===== src/rtl/stw_result_collector.sv =====
// stw_result_collector: scans the rows of PE outputs after a stationary-test-weight pass and builds the pass/fail matrix.
//
// Optional feature macro: STICKY_FAULT_EN
//   defined   : an accepted start keeps the matrix and faults accumulate across passes (only reset restores all ones)
//   undefined : an accepted start reinitialises the matrix to all ones
//
// Ports:
//   i_clk              clock, rising edge
//   i_rst              synchronous active-low reset
//   i_stall            freezes the whole block, including the compare pipeline
//   i_start            single-cycle scan request (accepted only in IDLE and when not stalled)
//   i_test_weight      signed STW weight of this pass
//   i_test_input       signed STW left input of this pass
//   o_rd_en            readback request for row o_rd_row_sel
//   o_rd_row_sel       row being read back
//   i_pe_out           requested row's PE outputs, column c at [c*WORD_SIZE +: WORD_SIZE], valid 1 cycle after o_rd_en
//   o_stw_result_mat   pass bits, column c / row r at [c*ROWS + r]
//   o_stw_complete     scan finished, results valid
//   o_busy             scan in progress
//   o_fault_any        registered OR of all inverted result bits
module stw_result_collector #(
   parameter int ROWS      = 4,
   parameter int COLS      = 4,
   parameter int WORD_SIZE = 16,
   localparam int RW       = ROWS > 1 ? $clog2(ROWS) : 1
) (
   input  logic                      i_clk,
   input  logic                      i_rst,
   input  logic                      i_stall,
   input  logic                      i_start,
   input  logic [WORD_SIZE-1:0]      i_test_weight,
   input  logic [WORD_SIZE-1:0]      i_test_input,
   output logic                      o_rd_en,
   output logic [RW-1:0]             o_rd_row_sel,
   input  logic [COLS*WORD_SIZE-1:0] i_pe_out,
   output logic [COLS*ROWS-1:0]      o_stw_result_mat,
   output logic                      o_stw_complete,
   output logic                      o_busy,
   output logic                      o_fault_any
);
`ifdef STICKY_FAULT_EN
   localparam bit STICKY = 1'b1;
`else
   localparam bit STICKY = 1'b0;
`endif
   typedef enum logic [1:0] {IDLE, SCAN, DRAIN} state_t;
   state_t                 r_state, w_next;
   logic [RW-1:0]          r_row, r_row_d;
   logic                   r_rd_en_d, r_complete, r_fault;
   logic [WORD_SIZE-1:0]   r_exp, w_exp;
   logic [COLS*ROWS-1:0]   r_mat, w_sel, w_match, w_keep;
   logic                   w_accept, w_last;
   // The low WORD_SIZE bits of a product are identical for signed and unsigned
   // operands, so the truncated full-width signed product needs no wider multiply.
   assign w_exp = i_test_weight * i_test_input;
   always_comb begin
      w_accept     = (r_state == IDLE) && i_start && !i_stall;
      w_last       = r_row == RW'(ROWS - 1);
      w_next       = r_state;
      o_rd_en      = (r_state == SCAN) && !i_stall;
      o_rd_row_sel = (r_state == SCAN) ? r_row : '0;
      o_busy       = r_state != IDLE;
      case (r_state)
         IDLE:    w_next = w_accept ? SCAN : IDLE;
         SCAN:    w_next = w_last ? DRAIN : SCAN;
         default: w_next = IDLE;
      endcase
   end
   always_ff @(posedge i_clk) begin
      if (!i_rst) r_state <= IDLE;
      else if (!i_stall) r_state <= w_next;
   end
   // Per-bit compare enables: only the bits of the row read back one cycle earlier are written.
   for (genvar c = 0; c < COLS; c++) begin : g_col
      for (genvar r = 0; r < ROWS; r++) begin : g_row
         assign w_match[c*ROWS+r] = i_pe_out[c*WORD_SIZE +: WORD_SIZE] == r_exp;
         assign w_sel[c*ROWS+r]   = r_rd_en_d && (r_row_d == RW'(r));
      end
   end
   // Non-sticky: selected bits are forced open then cleared on mismatch (bit <= match).
   // Sticky: selected bits can only be cleared (bit <= bit & match).
   assign w_keep = STICKY ? r_mat : (r_mat | w_sel);
   always_ff @(posedge i_clk) begin
      if (!i_rst) begin
         r_row      <= '0;
         r_row_d    <= '0;
         r_rd_en_d  <= 1'b0;
         r_exp      <= '0;
         r_mat      <= '1;
         r_complete <= 1'b0;
      end else if (!i_stall) begin
         r_rd_en_d <= o_rd_en;
         r_row_d   <= r_row;
         r_mat     <= (w_accept && !STICKY) ? '1 : (w_keep & ~(w_sel & ~w_match));
         if (w_accept) begin
            r_exp      <= w_exp;
            r_row      <= '0;
            r_complete <= 1'b0;
         end
         if (r_state == SCAN) r_row <= w_last ? '0 : r_row + 1'b1;
         if (r_state == DRAIN) r_complete <= 1'b1;
      end
   end
   always_ff @(posedge i_clk) begin
      if (!i_rst) r_fault <= 1'b0;
      else r_fault <= ~&r_mat;
   end
   assign o_stw_result_mat = r_mat;
   assign o_stw_complete   = r_complete;
   assign o_fault_any      = r_fault;
endmodule


===== config.mk =====
export PLATFORM = sky130hd
export DESIGN_NAME = stw_result_collector
export DESIGN_NICKNAME = d
export VERILOG_FILES = /design/src/rtl/stw_result_collector.sv
export SDC_FILE = /design/constraint.sdc
export NUM_CORES = 1
export LEC_CHECK = 0
export CELL_PAD_IN_SITES_DETAIL_PLACEMENT = 1
export CELL_PAD_IN_SITES_GLOBAL_PLACEMENT = 2
export CORE_ASPECT_RATIO = 0.6
export CORE_MARGIN = 1
export CORE_UTILIZATION = 34
export CTS_CLUSTER_DIAMETER = 120
export DETAILED_ROUTE_END_ITERATION = 16
export GPL_ROUTABILITY_DRIVEN = 0
export PLACE_DENSITY_LB_ADDON = 0.1
export SYNTH_ARGS = -nofsm -noshare
export SYNTH_HDL_FRONTEND = slang
export SYNTH_SLANG_ARGS = --single-unit

===== constraint.sdc =====
create_clock -name i_clk -period 17.4 [get_ports i_clk]
set_input_delay 3.48 -clock i_clk [delete_from_list [all_inputs] [get_ports i_clk]]
set_output_delay 3.48 -clock i_clk [all_outputs]
set_load 0.02 [all_outputs]

## Yosys cells after proc, flatten, opt, wreduce, memory -nomap -nowiden

Cells that the tools add are included.

| storage, ports and cells | value |
|---|---|
| bits in registers | 41 |
| input port bits | 100 |
| word-level logic and storage cells | 54 |

| cells by class | value |
|---|---|
| $add $sub $neg | 1 |
| $mul | 1 |
| equal/unequal tests | 10 |
| muxes and demuxes | 10 |
| bitwise operators | 6 |
| reduce and logical (&&, ||, !) cells | 18 |

Operators by type and width:

| kind | count |
|---|---|
| 16-bit equality test | 4 |
| 16-bit bitwise AND | 2 |
| 16-bit NOT | 2 |
| 16-bit by 16-bit multiplier with 16-bit output | 1 |
| 16-bit 2-to-1 mux | 1 |
| 16-bit OR | 1 |
| 16-bit AND reduction | 1 |
| 2-bit 2-to-1 mux | 5 |
| 2-bit equality test, second input constant | 4 |
| 1-bit logical AND | 7 |
| 2-bit AND reduction | 3 |
| 2-bit nonzero test | 3 |
| 2-bit by 1-bit equality test with 1-bit output, second input constant | 2 |
| 2-bit zero test | 2 |
| 2-bit one-hot mux with 2 select lines | 1 |
| 1-bit 2-to-1 mux | 3 |
| 2-bit by 1-bit adder with 2-bit output, second input constant | 1 |
| 1-bit zero test | 2 |
| 1-bit NOT | 1 |

## Depth between registers and ports, before layout

Gate-level depths: netlist of run 1.

| logic depth | value |
|---|---|
| word-level depth | 6 |
| mapped depth | 22 |

## Worst setup path after synthesis of run 1

Ideal clock, no wire load.

| timing | value |
|---|---|
| path type | input-to-reg |
| start | in i_test_input[1] |
| end | reg r_exp[14] |
| setup time | 71 ps |
| arrival | 8,142 ps |
| data required time | 17,329 ps |
| setup slack | 9,188 ps |
| cell stages on the path | 20 |
| cell sequence | clkbuf_1 -> and2_1 -> fa_1 -> inv_1 -> fa_1 -> inv_1 -> ha_1 -> fa_1 -> fa_1 -> inv_1 -> fa_1 -> inv_1 -> ha_1 -> or3_1 -> a211oi_2 -> nor3_1 -> o41ai_2 -> xnor2_1 -> nand2_1 -> a21oi_1 |

| between the ends | value |
|---|---|
| cells in the longest elaborated chain, start to end | 1 |

Ends and longest elaborated chain:

| element | RTL line | source |
|---|---|---|
| from (decl) | 32 | `input logic [WORD_SIZE-1:0] i_test_input,` |
| 16-bit by 16-bit multiplier with 16-bit output | 55 | `assign w_exp = i_test_weight * i_test_input;` |
| to (signal assigned) | 96 | `r_exp <= w_exp;` |
| to (decl) | 50 | `logic [WORD_SIZE-1:0] r_exp, w_exp;` |

No other way between the ends.
A chain may end at the register's enable or synchronous reset.

## Worst setup path in the final report of run 1

Same ends and word-level chain as after synthesis.

==> metrics.yaml, run 1 <==
cp-end-kind: "flip-flop"
synthesis.nets: 974
clockBufferDepth: 2
setup_viol_count_final: 0
arrival_ns: 9.18
htreeDepth: 2
reg2reg_to: "o_stw_result_mat[11]"
wl_per_cell_um: 18.0
dieWidth_um: 177
die_area_um2: 18900
synth_top_cell_area_share_pct: 25.7
synth_area_um2: 6230
grt_pass1_wl_um: 31800
clock_skew_ns: 0.00881
crit_required_ns: 17.61
routed_wl_um: 19200
via_count: 5155
design.core.area_um2: 17500
synth_edf_count: 0
antenna_left: 0
yosys_most_used_dff: "dfxtp_1"
status: "complete, no violations"
hp-class: "reg2reg"
post_cts_resize_count: 0
path_common_cell: "fa_1"
postCtsSetupBuffers: 0
drive_gt1_share_pct: 2.15
finalSetupTns_ns: 0
setup.worst_path.start: "i_test_input[1]"
power_density_nw_per_um2: 120
reg2regPathDepth: 5
start_util_pct: 35.5
r2r_slack_ns: 15.36
synth_top_area_cell: "fa_1"
rsz0062_at_grt: "no"
root_buffer: "clkbuf_16"
die_h_um: 107
slew_viol_final: 0
crit_type: "in2reg"
hold_viol: 0
num_antenna_cells: 0
drv_cap: 0
leakage_nw: 3.65
cts_buffers: 5
timing.final.crit_period_ns: 8.97
dr.pass1.iters: 4
grt_pass1_vias: 5815
post-route-period-util_pct: 51.6
slew_headroom_pct: 23.8
crit_path_max_fanout: 15
clock_latency_ns: 0.29
min_path_cells: 2
max_slew.worst_pin.slew_ns: 1.14
antenna_found_initial: 0
grt_use_total_pct: 22.0
layout_commonest_cell: "clkdlybuf4s50_1"
holdBufCountCts: 0
startpoint_type: "primary input"
dp.final_hpwl_um: 16600
cts_tree: "yes"
synth_warnings: 0
synth-seq-cells: 41
pin_count: 122
final_core_util_pct: 44.2
synth_area_per_cell_um2: 8.38
routed_via_density: 4.82
drt_iter0_drc: 217
gr-total-overflow: 0
clock_sinks: 41
max_freq_mhz: 111
synthToLayoutAreaGrowth_pct: 24.3
hold_end: "o_stw_complete"
min_from: "o_stw_complete"
num_rows: 37
worst_path_max_delay_cell: "clkdlybuf4s50_1"
grt_max_degree: 28
crit_chain: "clkdlybuf4s50_1 > and2_1 > fa_1 > inv_1 > fa_1 > inv_1 > ha_1 > fa_1 > fa_1 > inv_1 > fa_1 > inv_1 > ha_1 > or3_1 > a211oi_2 > nor3_1 > o41ai_2 > xnor2_1 > nand2_1 > a21oi_1"
ys_seq_area_share_pct: 13.2
slowest_delay_ns: 0.71
timing.rr.start: "r_exp[7]"
peakVddDrop_mv: 0.101
drc_errors: 0
async_flop_share_pct: 0
ys_top_cells_by_area: "fa_1 26%, dfxtp_1 13%, xor2_1 10%"
yosysUniqueCellTypes: 43
clk_pin_slew_worst_paths_ns: 0.06
synth_cells: 744
final_cell_mix: "121 x clkdlybuf4s50_1, 117 x nand2_1, 113 x inv_1"
port_buffers: 121
nNetsFinal: 1065
## layout make-up
cell class	count	area (µm²)
fillers	2082	9800
clock buffers	6	129
clock inverters	2	15.0
well taps	234	293
flip-flops and latches	41	821
inverters	113	424
repair buffers	124	1230
multi-input cells	550	4830
## worst max-delay path by stage
stage                     slack, ns         to
after floorplan                9.19  r_exp[14]
after CTS                      8.41  r_exp[14]
after global placement         8.25  r_exp[14]
after global routing           8.08  r_exp[14]
final                          8.43  r_exp[14]
after detailed placement       8.12  r_exp[14]
## synthesized netlist by cell type (2+ instances only)
| cell | count |
|---|---|
| nand2_1 | 117 |
| inv_1 | 113 |
| fa_1 | 80 |
| xor2_1 | 72 |
| and2_1 | 67 |
| ha_1 | 50 |
| dfxtp_1 | 41 |
| clkbuf_1 | 35 |
| xnor2_1 | 27 |
| a21oi_1 | 18 |
| nor2_1 | 17 |
| nor4_1 | 17 |
| o22ai_1 | 17 |
| nand2b_1 | 8 |
| a21boi_0 | 7 |
| a21o_1 | 5 |
| o21ai_0 | 5 |
| a41o_1 | 4 |
| nand3_1 | 4 |
| nand4_1 | 4 |
| or3_1 | 4 |
| nor3_1 | 3 |
| a211oi_1 | 2 |
| buf_1 | 2 |
| buf_2 | 2 |
| mux2i_1 | 2 |
| nand3b_1 | 2 |
| o211ai_1 | 2 |
| o21a_1 | 2 |
| or2_2 | 2 |
## sequential cells by signal (all words and copies together) (netlist names)
signal / flops
r_rd_en_d: 1
r_row_d: 2
o_stw_complete: 1
r_row: 2
o_stw_result_mat: 16
o_fault_any: 1
r_exp: 16
r_state: 2
## power by group
part           switching (mW)  internal, mW
Sequential             0.0156         0.102
Clock                  0.0390        0.0532
Combinational           0.376         0.341
## per-layer routing
metal | GRT usage, % | vias to the layer above | part of all wire [%]
met4 | 2.03 | 0 | 0.40
li1 | - | 2485 | -
met3 | 3.48 | 6 | 4.0
met1 | 33.3 | 2579 | 52
met2 | 33.8 | 85 | 43
met5 | 0 | - | 0
## metrics by stage
| step | hold slack [ns] | power [mW] | area, µm² | setup slack (ns) | instances |
|---|---|---|---|---|---|
| floorplan | 0.472 | 0.670 | 6230 | 9.19 | 744 |
| global placement | 0.492 | 0.824 | 7600 | 8.25 | 1062 |
| detailed placement | 0.495 | 0.845 | 7600 | 8.12 | 1062 |
| CTS | 0.521 | 0.944 | 7750 | 8.41 | 1070 |
| global route | 0.548 | 1.05 | 7750 | 8.08 | 1070 |
| finish | 0.521 | 0.927 | 7750 | 8.43 | 1070 |
## logic make-up after synthesis
family | Yosys count | share of synthesized area, %
simple gates | 248 | 19.4
buf+inv | 153 | 9.31
fa+ha+maj | 130 | 35.7
xor+xnor | 101 | 14.5
compound gates | 69 | 7.49
flops | 41 | 13.2
mux | 2 | 0.321
## worst max-delay path, delay by kind of cell
| kind | cells | cell delay, ns |
|---|---|---|
| simple gates | 4 | 0.91 |
| xor+xnor | 1 | 0.16 |
| fa+ha+maj | 7 | 2.91 |
| buf+inv | 5 | 0.90 |
| compound gates | 3 | 0.81 |
No activity file was read; power rests on OpenSTA's default activity.
==> run 2, diff against run 1 <==
--- a/config.mk
+++ b/config.mk
@@ -9,7 +9,7 @@
 export CELL_PAD_IN_SITES_GLOBAL_PLACEMENT = 2
 export CORE_ASPECT_RATIO = 0.6
 export CORE_MARGIN = 1
-export CORE_UTILIZATION = 34
+export CORE_UTILIZATION = 32
 export CTS_CLUSTER_DIAMETER = 120
 export DETAILED_ROUTE_END_ITERATION = 16
 export GPL_ROUTABILITY_DRIVEN = 0
==> constraint.sdc (replaced) <==
create_clock -name i_clk -period 9.2 [get_ports i_clk]
set_input_delay 1.84 -clock i_clk [delete_from_list [all_inputs] [get_ports i_clk]]
set_output_delay 1.84 -clock i_clk [all_outputs]
set_load 0.02 [all_outputs]
==> metrics.yaml, run 2 (synthesis results as in run 1) <==
cp-end-kind: "flip-flop"
worst_path_max_delay_cell: "clkdlybuf4s50_1"
final_cell_mix: "121 x clkdlybuf4s50_1, 117 x nand2_1, 113 x inv_1"
hold_slack_ns: 0.513
seq_power_share_pct: 12.7
drc_errors: 0
pin_count: 122
status: "complete, no violations"
worst-path-buf-inv: 5
postCtsSetupBuffers: 0
die_h_um: 110
holdBufCountCts: 0
rsz0062_at_grt: "no"
setup_viol_count_final: 0
antenna_found_initial: 1
dr_wl_met2_um: 8290
crit_required_ns: 9.40
via_count: 5130
design.core.area_um2: 19000
slew_viol_final: 0
cts_buffers: 5
antenna_left: 0
drv_cap: 0
crit_path_max_fanout: 15
port_buffers: 121
highest_layer: "met4"
crit_type: "in2reg"
path_common_cell: "fa_1"
post-route-period-util_pct: 81.2
p_int_uw: 935
clock_latency_ns: 0.29
slowest_delay_ns: 0.76
multiInputGateArea_um2: 4830
clockBufferDepth: 2
root_buffer: "clkbuf_16"
drive_gt1_share_pct: 2.16
power_frac_comb_pct: 77.2
num_rows: 39
final_core_util_pct: 40.8
finalSetupTns_ns: 0
peakVddDrop_mv: 0.163
p_sw_share_pct: 46.3
path_delay_family: "adder cells"
grt_max_degree: 28
start_util_pct: 32.8
synthToLayoutAreaGrowth_pct: 24.5
fillers: 2266
dieWidth_um: 182
gr-total-overflow: 0
clock_sinks: 41
wl_per_cell_um: 17.5
dr.pass1.iters: 4
crit_chain: "clkdlybuf4s50_1 > and2_1 > fa_1 > inv_1 > fa_1 > inv_1 > ha_1 > fa_1 > fa_1 > inv_1 > fa_1 > inv_1 > ha_1 > or3_1 > a211oi_2 > nor3_1 > o41ai_2 > xnor2_1 > nand2_1 > a21oi_1"
leakage_nw: 3.65
routed_via_density: 4.74
nNetsFinal: 1064
dp_cells: 1073
post-place-ws_ns: 1.42
layout_commonest_cell: "clkdlybuf4s50_1"
grt_pass1_vias: 5764
grt_pass1_wl_um: 30900
hp-class: "reg2reg"
post_cts_resize_count: 0
max_freq_mhz: 134
grt_use_total_pct: 20.0
final_cells: 1082
slew_headroom_pct: 32.5
htreeDepth: 2
regArea_um2: 821
cts_tree: "yes"
power_density_nw_per_um2: 224
hold_viol: 0
timing.final.crit_period_ns: 7.47
startpoint_type: "primary input"
clock_skew_ns: 0.0100
max_slew.worst_pin.slew_ns: 1.01
arrival_ns: 7.67
route.met3.wl_um: 864
dp.final_hpwl_um: 16500
timing.final.ws_setup_ns: 1.73
pwr-share-clk_pct: 10.1
die_area_um2: 20100
total_power_mw: 1.74
netSwitchingPower_uw: 806
clk_pin_slew_worst_paths_ns: 0.06
met1_length_um: 9750
routed_wl_um: 19000
place_area_um2: 7610
drt_iter0_drc: 206
fin_area_um2: 7760
run 2: cell types whose count changed in the layout (fill, tap and decap cells not counted):
cell        delta
clkinvlp_4     -1
buf_4          -1
inv_6          +1
diode_2        +1
clkbuf_1       -1
clkinv_2       +1
run 2: path summary, 6_finish.rpt:
| kind | startpoint | to | slack [ns] | cells past startpoint |
|---|---|---|---|---|
| worst max-delay path | i_test_input[1] | r_exp[14] | 1.73 | 20 |
| worst max register to register | r_exp[10] | o_stw_result_mat[8] | 7.21 | 5 |
| worst min register to register | o_stw_complete | o_stw_complete | 0.51 | 2 |
| worst min-delay path | o_stw_complete | o_stw_complete | 0.51 | 2 |
run 2: worst min-delay path, cell delays in order (launching register included):
cell and delay [ns]:
dfxtp_1 0.33, a22oi_1 0.07, nor2_1 0.08
run 2: layout make-up:
| cell class | instances | area share (%) |
|---|---|---|
| flip-flops and latches | 41 | 10.6 |
| repair buffers | 123 | 15.8 |
| multi-input cells | 550 | 62.3 |
| inverters | 113 | 5.47 |
| clock inverters | 3 | 0.274 |
| well taps | 246 | 3.97 |
| clock buffers | 5 | 1.61 |
| diodes | 1 | 0.0322 |
run 2: power by group through the flow:
stage | Clock (mW) | Sequential, mW | Combinational, mW
2_1_floorplan | 0 | 0.200 | 1.07
3_3_place_gp | 0 | 0.226 | 1.33
3_5_place_dp | 0 | 0.226 | 1.36
4_1_cts | 0.181 | 0.221 | 1.37
5_1_grt | 0.191 | 0.224 | 1.56
6_report | 0.176 | 0.221 | 1.34
run 2: routing by layer:
metal	global-route usage, %	up-vias
li1	-	2485
met1	29.9	2554
met2	31.9	85
met3	2.63	6
met4	1.44	0
met5	0	-
